===== src/rtl/mem_stage.sv =====
// MEM pipeline stage: holds one instruction, waits for its data_sram response, extends load data for WB.
// Latency: 1 cycle for non-memory ops; memory ops leave in the cycle their data_ok is accepted.
// Backpressure: ws_allowin low stalls the stage, early load data is buffered; MS_LOAD_FWD_EN clears load_pending on data_ok.
module mem_stage (
    input  logic         clk,
    input  logic         resetn,
    input  logic         ws_allowin,
    output logic         ms_allowin,
    input  logic         es_to_ms_valid,
    input  logic [169:0] es_to_ms_bus,
    input  logic         es_mem_req,
    input  logic         data_sram_data_ok,
    input  logic [31:0]  data_sram_rdata,
    input  logic         final_ex,
    input  logic         back_ertn_flush,
    output logic         ms_to_ws_valid,
    output logic [159:0] ms_to_ws_bus,
    output logic [39:0]  ms_forward,
    output logic         ms_ex,
    output logic         ms_ertn_flush
);

    typedef struct packed {
        logic [89:0] ex_info;
        logic [1:0]  addr_lo;
        logic [6:0]  mem_op;   // ld_w, ld_b, ld_bu, ld_h, ld_hu, st_b, st_h
        logic        res_from_mem;
        logic        gr_we;
        logic [4:0]  dest;
        logic [31:0] result;
        logic [31:0] pc;
    } es_bus_t;

    typedef enum logic [1:0] {S_IDLE, S_WAIT, S_DONE} ms_state_e;

    es_bus_t     ms_bus;
    ms_state_e   state;
    logic        ms_valid;
    logic        ms_mem_req;
    logic [1:0]  cancel_cnt;
    logic [31:0] data_buf;

    logic        flush;
    logic        data_ok_acc;
    logic        ms_ready_go;
    logic        load_pending;
    logic [2:0]  cnt_sum;
    logic [1:0]  cnt_next;
    logic [31:0] ld_data;
    logic [7:0]  ld_byte;
    logic [15:0] ld_half;
    logic [31:0] mem_res;
    logic [31:0] final_result;

    assign flush       = final_ex | back_ertn_flush;
    // Responses owed to flushed instructions are swallowed before any new one is accepted.
    assign data_ok_acc = data_sram_data_ok & (cancel_cnt == 2'd0);
    assign ms_ready_go = !ms_mem_req | (state == S_DONE) | ((state == S_WAIT) & data_ok_acc);
    assign ms_allowin  = !ms_valid | (ms_ready_go & ws_allowin);
    assign ms_to_ws_valid = ms_valid & ms_ready_go & ~final_ex;

    always_comb begin
        cnt_sum = {1'b0, cancel_cnt};
        if (flush) begin
            cnt_sum = cnt_sum + 3'(ms_valid & (state == S_WAIT) & ~data_ok_acc) + 3'(es_mem_req);
        end
        if (data_sram_data_ok && cancel_cnt != 2'd0) begin
            cnt_sum = cnt_sum - 3'd1;
        end
        cnt_next = (cnt_sum > 3'd2) ? 2'd2 : cnt_sum[1:0];
    end

    assign ld_data = (state == S_DONE) ? data_buf : data_sram_rdata;
    assign ld_half = ms_bus.addr_lo[1] ? ld_data[31:16] : ld_data[15:0];

    always_comb begin
        case (ms_bus.addr_lo)
            2'd0:    ld_byte = ld_data[7:0];
            2'd1:    ld_byte = ld_data[15:8];
            2'd2:    ld_byte = ld_data[23:16];
            default: ld_byte = ld_data[31:24];
        endcase
    end

    always_comb begin
        case (ms_bus.mem_op)
            7'b0100000: mem_res = {{24{ld_byte[7]}}, ld_byte};
            7'b0010000: mem_res = {24'd0, ld_byte};
            7'b0001000: mem_res = {{16{ld_half[15]}}, ld_half};
            7'b0000100: mem_res = {16'd0, ld_half};
            default:    mem_res = ld_data;
        endcase
    end

    assign final_result = ms_bus.res_from_mem ? mem_res : ms_bus.result;

`ifdef MS_LOAD_FWD_EN
    assign load_pending = ms_valid & ms_bus.res_from_mem & !ms_ready_go;
`else
    assign load_pending = ms_valid & ms_bus.res_from_mem;
`endif

    assign ms_to_ws_bus  = {ms_bus.ex_info, ms_bus.gr_we, ms_bus.dest, final_result, ms_bus.pc};
    assign ms_forward    = {load_pending, final_result, ms_bus.dest, ms_bus.gr_we, ms_valid};
    assign ms_ex         = ms_valid & ms_bus.ex_info[80];
    assign ms_ertn_flush = ms_valid & ms_bus.ex_info[88];

    always_ff @(posedge clk or negedge resetn) begin
        if (!resetn) begin
            ms_valid   <= 1'b0;
            ms_mem_req <= 1'b0;
            state      <= S_IDLE;
            cancel_cnt <= 2'd0;
            data_buf   <= 32'd0;
            ms_bus     <= '0;
        end else begin
            cancel_cnt <= cnt_next;
            if (flush) begin
                ms_valid   <= 1'b0;
                ms_mem_req <= 1'b0;
                state      <= S_IDLE;
                data_buf   <= 32'd0;
            end else if (ms_allowin) begin
                ms_valid <= es_to_ms_valid;
                data_buf <= 32'd0;
                if (es_to_ms_valid) begin
                    ms_bus     <= es_bus_t'(es_to_ms_bus);
                    ms_mem_req <= es_mem_req;
                    state      <= es_mem_req ? S_WAIT : S_IDLE;
                end else begin
                    ms_mem_req <= 1'b0;
                    state      <= S_IDLE;
                end
            end else if (ms_valid && state == S_WAIT && data_ok_acc) begin
                // WB stalled: park the response until the instruction can leave.
                state    <= S_DONE;
                data_buf <= data_sram_rdata;
            end
        end
    end

endmodule


===== config.mk =====
export PLATFORM = sky130hd
export DESIGN_NAME = mem_stage
export DESIGN_NICKNAME = d
export VERILOG_FILES = /design/src/rtl/mem_stage.sv
export SDC_FILE = /design/constraint.sdc
export NUM_CORES = 1
export LEC_CHECK = 0
export BUFFER_PORTS_ARGS = -buffer_cell sky130_fd_sc_hd__buf_2
export CAP_MARGIN = 0
export CORE_ASPECT_RATIO = 1.4
export CORE_MARGIN = 4
export CORE_UTILIZATION = 40
export CTS_CLUSTER_SIZE = 24
export DETAILED_ROUTE_END_ITERATION = 7
export PLACE_DENSITY = 0.7
export SYNTH_ARGS = -nofsm -noshare
export SYNTH_HDL_FRONTEND = slang
export SYNTH_SLANG_ARGS = --single-unit

===== constraint.sdc =====
create_clock -name clk -period 7.22 [get_ports clk]
set_clock_uncertainty 0.2 [all_clocks]
set_input_delay 0 -clock clk [delete_from_list [all_inputs] [get_ports clk]]
set_output_delay 0 -clock clk [all_outputs]
set_load 0.05 [all_outputs]

## Yosys cells after proc, flatten, opt, wreduce, memory -nomap -nowiden

Index checks and enable logic that the tools add are counted.

| cells by class | value |
|---|---|
| add/sub/neg operators | 3 |
| eq/ne operators | 8 |
| mux-type cells | 21 |
| reductions and logical operators | 11 |
| $lt $le $gt $ge | 1 |
| bitwise operators | 17 |

Operators by type and width:

| cell | count |
|---|---|
| $mux 32 | 5 |
| $pmux 32 s4 | 1 |
| $pmux 8 s3 | 1 |
| $mux 16 | 1 |
| $and 1x1->1 | 9 |
| $mux 2 | 4 |
| $eq 7x3->1 const B | 1 |
| $eq 7x4->1 const B | 1 |
| $eq 7x5->1 const B | 1 |
| $eq 7x6->1 const B | 1 |
| $mux 1 | 7 |
| $mux 3 | 2 |
| $eq 2x1->1 const B | 2 |
| $eq 2x2->1 const B | 2 |
| $logic_not 2->1 | 2 |
| $or 1x1->1 | 4 |
| $reduce_bool 2->1 | 2 |
| $add 2x3->3 | 1 |
| $add 3x1->3 | 1 |
| $and 1x3->3 | 1 |
| $gt 3x2->1 const B | 1 |
| $logic_and 1x1->1 | 3 |
| $not 1->3 | 1 |
| $reduce_and 3->1 | 1 |
| other kinds (4) | 6 |

| storage, ports and cells | value |
|---|---|
| input bits | 210 |
| output and inout bits | 204 |
| logic and storage cells | 74 |
| bits in registers | 208 |

## Depth between registers and ports, before layout

| logic depth | value |
|---|---|
| word-level depth | 11 |
| depth in mapped cells | 11 |
| mapped depth without buffers | 11 |

## Worst setup path before layout

No wires, ideal clock.

| timing | value |
|---|---|
| path kind | register to output |
| start | register state[0] |
| end | output ms_to_ws_bus[54] |
| slack | 4010 ps |
| arrival time | 3010 ps |
| cell stages (with the launch flop) | 11 |
| cells stage by stage | dfrtp_1 -> buf_4 -> nand2b_1 -> mux2i_1 -> mux4_2 -> buf_6 -> o21ba_1 -> buf_6 -> buf_12 -> a21oi_1 -> buf_4 |

| on the way | value |
|---|---|
| longest elaborated chain between the ends | 5 |
| elaborated cells on any way between the ends | 6 |
| classes of those cells | eq/ne: 1; mux: 5 |

Ends and longest elaborated chain:

| what | RTL line | text |
|---|---|---|
| start: declaration | 37 | `ms_state_e state;` |
| start signal: assignment | 129 | `state <= es_mem_req ? S_WAIT : S_IDLE;` |
| $eq 2x2->1 (*) | 73 | `assign ld_data = (state == S_DONE) ? data_buf : data_sram_rdata;` |
| $mux 32 (*) | 73 |  |
| $pmux 8 s3 / $mux 16 (equally long branches) | 77, 74 |  |
| $pmux 32 s4 (*) | 86 | `case (ms_bus.mem_op)` |
| $mux 32 (*) | 95 | `assign final_result = ms_bus.res_from_mem ? mem_res : ms_bus.result;` |
| end: declaration | 17 | `output logic [159:0] ms_to_ws_bus,` |

Mark *: on every way between the ends. The rest lies on a longest branch, timed or not.

## Worst setup path after layout

| timing | value |
|---|---|
| start | register state[1] |
| end | register cancel_cnt[0] |

| on the way | value |
|---|---|
| longest elaborated chain between the ends | 10 |

Ends and longest elaborated chain:

| what | RTL line | text |
|---|---|---|
| $eq 2x1->1 (*) | 65 | `cnt_sum = cnt_sum + 3'(ms_valid & (state == S_WAIT) & ~data_ok_acc) + 3'(es_mem_req);` |
| $and 1x1->1 (*) | 65 |  |
| $and 1x3->3 (*) | 65 |  |
| $add 2x3->3 (*) | 65 |  |
| $add 3x1->3 (*) | 65 |  |
| $mux 3 (*) | 64 | `if (flush) begin` |
| $sub 3x1->3 | 68 | `cnt_sum = cnt_sum - 3'd1;` |
| $mux 3 (*) | 67 | `if (data_sram_data_ok && cancel_cnt != 2'd0) begin` |
| $gt 3x2->1 | 70 | `cnt_next = (cnt_sum > 3'd2) ? 2'd2 : cnt_sum[1:0];` |
| $mux 2 (*) | 70 |  |
| via cnt_next[0] | 48 | `logic [1:0] cnt_next;` |
| end signal: assignment | 117 | `cancel_cnt <= cnt_next;` |
| end: declaration | 40 | `logic [1:0] cancel_cnt;` |

The timed path passes the listed nets; every way through them passes the cells marked *.
A chain may end at the register's enable or synchronous reset.

==> out/qor.csv <==
metric,value,unit
Max Clk Rate,247.9,MHz
worst reg-to-reg path cell count,12,
mapped cell area,10970,sq um
dpl hpwl,21790,um
Leak,7.313,nW
critical path endpoint,cancel_cnt[0],
cts repair resizes,0,
critical path class,reg2reg,
Area growth syn-to-layout,40.88,%
Switching Share,42.90,%
r2r endpoint,cancel_cnt[0],
synthesized area per cell,11.25,sq um
worst skew pair latency,0.50,ns
pre-CTS WS,3.941,ns
combinational power share,42.4,%
RR Startpoint,state[1],
Placeable Area,26920,sq um
Hold Fails Final Rpt,0,
Mapped Cells,975,
Num CTS Buffers,22,
Post-synth EDFFs,0,
Internal Power,2.591,mW
period utilization,55.88,%
RSZ-0062 raised after global routing,false,
fraction of layout cells with a size suffix above 1,44.34,%
Required @ worst endpoint,7.46,ns
Final Power,4.537,mW
Slew HR,22.61,%
CP startpoint kind,flip-flop,
worst vdd rail ir drop,0.0002113,V
clk slew on worst S/H paths,0.06,ns
setup TNS,0,ns
CTS tree,yes,
P_sw,1.946,mW
Max Slew Vio Count,0,
Ports,414,
clock power share,24.6,%
Seq pwr share,33.0,%
post-synthesis sequential element count,208,
via count,8880,
vias in the first global route,9651,
maxcap violations,0,
post-route ant nets,0,
DRT iter0 DRCs,354,
Nets,1684,
Setup crit end kind,flip-flop,
min-delay worst type,in2reg,
GRT Residual Overflow,0,
post-synthesis sequential area ratio,47.45,%
Detailed Route WL,33900,um
Core Rows,71,
clk buf depth,3,
DR vias/cell,4.792,
Period minus WS final,4.035,ns
Worst Tran Pin Value,1.154,ns
worst setup margin,3.185,ns
Setup-failing EPs final,0,
Worst Setup SP,state[1],
R2R setup slack,3.19,ns
maximum level of the CTS H-tree,1,
die area,30180,sq um
die width,148.0,um
Sink Count,208,
ys async rst share,100.0,%
"Primary FF master, synth",dfrtp_1,
gpl congestion,0.8661,
global-route wire length before repair,52600,um
GR Util All Layers,21.61,%
Synthesis Warnings,0,
Chip Height,204.0,um
IO buf count,413,
"Arr. time, crit path",4.27,ns
number of setup buffers added after CTS,0,
"Hold-fix buffers, CTS",272,
status,"complete, no violations",
drc violations,0,
Synth Net Count,1188,
largest net degree at the start of global routing,88,
Initial Utilization,40.76,%
Pre-antenna DRT Iters,4,
initial antenna violation count,7,
pwr/cell area,293.6,nW/um^2
per-cell routed wire length,18.30,um
CP Max Fanout,11,
clock root buffer,clkbuf_16,
most frequent cells in the layout,"412 x buf_2, 271 x dlygate4sd3_1, 207 x dfrtp_1, 163 x mux2_2, 128 x nand2_1",
Unique masters post-synth,55,
"commonest non-fill, non-tap cell in the layout",buf_2,
-- power groups by stage --
stage,Sequential [mW],Clock [mW],Combinational (mW)
floorplan,1.46,0,1.67
global placement,1.50,0,1.75
detailed placement,1.51,0,1.76
CTS,1.49,1.15,1.91
global route,1.52,1.20,2.01
finish,1.50,1.12,1.92
-- worst max-delay path: stages, from the launching register on --
cell and delay, ns:
dfrtp_1 0.48, and2b_1 0.30, nand3_1 0.13, fa_1 0.40, inv_1 0.08, ha_1 0.24, mux2i_1 0.16, ha_1 0.19
xnor2_1 0.07, or3b_2 0.47, dlygate4sd3_1 0.58, mux2i_1 0.13, dlygate4sd3_1 0.56
-- worst min-delay path by stage --
stage                                 from          endpoint  slack (ns)  cells past startpoint
after floorplan                     resetn     cancel_cnt[0]       -0.50                      0
after global placement              resetn  ms_to_ws_bus[26]       -0.13                      1
after detailed placement            resetn  ms_to_ws_bus[30]       -0.13                      1
after CTS                 es_to_ms_bus[84]  ms_to_ws_bus[74]        0.02                      3
after global routing      es_to_ms_bus[51]        ms_bus[51]        0.04                      3
final                     es_to_ms_bus[86]  ms_to_ws_bus[76]        0.06                      3
-- layer usage --
metal / global-route usage (%) / routed length, um / share of wire, % / vias to the layer above
li1: - / - / - / 4148
met2: 41.09 / 18480 / 55 / 327
met3: 4.481 / 2097 / 6.2 / 74
met5: 0 / 28 / 0.083 / -
met1: 23.61 / 12170 / 36 / 4325
met4: 7.428 / 1129 / 3.3 / 6
-- sequential cells by signal, indices dropped and copies added, names as in the netlist --
register / cells
ms_valid: 1
data_buf: 32
state: 2
ms_to_ws_bus: 122
ms_forward: 6
ms_bus: 42
cancel_cnt: 2
ms_mem_req: 1
-- through the flow --
| stage | util, % | std cells | hold slack (ns) | area [sq um] |
|---|---|---|---|---|
| after global placement | 44.60 | 1540 | -0.1345 | 12010 |
| after global routing | 57.42 | 1853 | 0.03640 | 15450 |
| after detailed placement | 44.60 | 1540 | -0.1290 | 12010 |
| after floorplan | - | 975 | -0.4956 | 10970 |
| after CTS | 57.38 | 1849 | 0.01787 | 15440 |
| final | 57.42 | 1853 | 0.05835 | 15450 |
-- cells in the mapped netlist, types with 4 or more instances --
library cell	instances	share of area [%]
a211oi_1	8	0.55
a211o_1	8	0.64
a31oi_1	6	0.34
mux2_2	163	17
o21ai_0	10	0.46
dfrtp_1	208	47
nor2_1	33	1.1
nand2_1	128	4.4
nand3_1	4	0.18
a31o_2	7	0.56
mux2_1	7	0.72
and3b_1	8	0.64
and2_1	17	0.97
buf_4	170	12
a31oi_4	8	1.6
inv_1	6	0.21
a41oi_1	7	0.56
or3b_2	7	0.56
clkbuf_1	26	0.89
a21o_1	8	0.55
mux2i_1	14	1.3
a21oi_1	37	1.7
buf_2	17	0.78
o22ai_1	9	0.51
nor2b_1	8	0.46
buf_6	11	1.1
-- final cells by class --
class / instances / area, sq um
fill: 2189 / 11460
sequential: 208 / 5206
timing repair buffer: 697 / 4907
multi-input combinational: 535 / 4149
clock buffer: 28 / 624.3
tap: 365 / 456.7
clock inverter: 9 / 75.07
inverter: 7 / 26.28
antenna: 4 / 10.01
-- kinds of logic (layout without fill, tap and decap cells) --
group	after synthesis	after routing	share of synthesized area, %
and+or+nand+nor	224	224	9.489
adders and majority gates	3	3	0.4106
AOI/OAI and AO/OA	119	119	8.428
xor gates and xnor gates	3	3	0.2396
other	0	4	0
muxes	186	186	19.14
buffers and inverters	232	741	14.85
DFF	208	208	47.45
No activity file was read; power rests on OpenSTA's default activity.
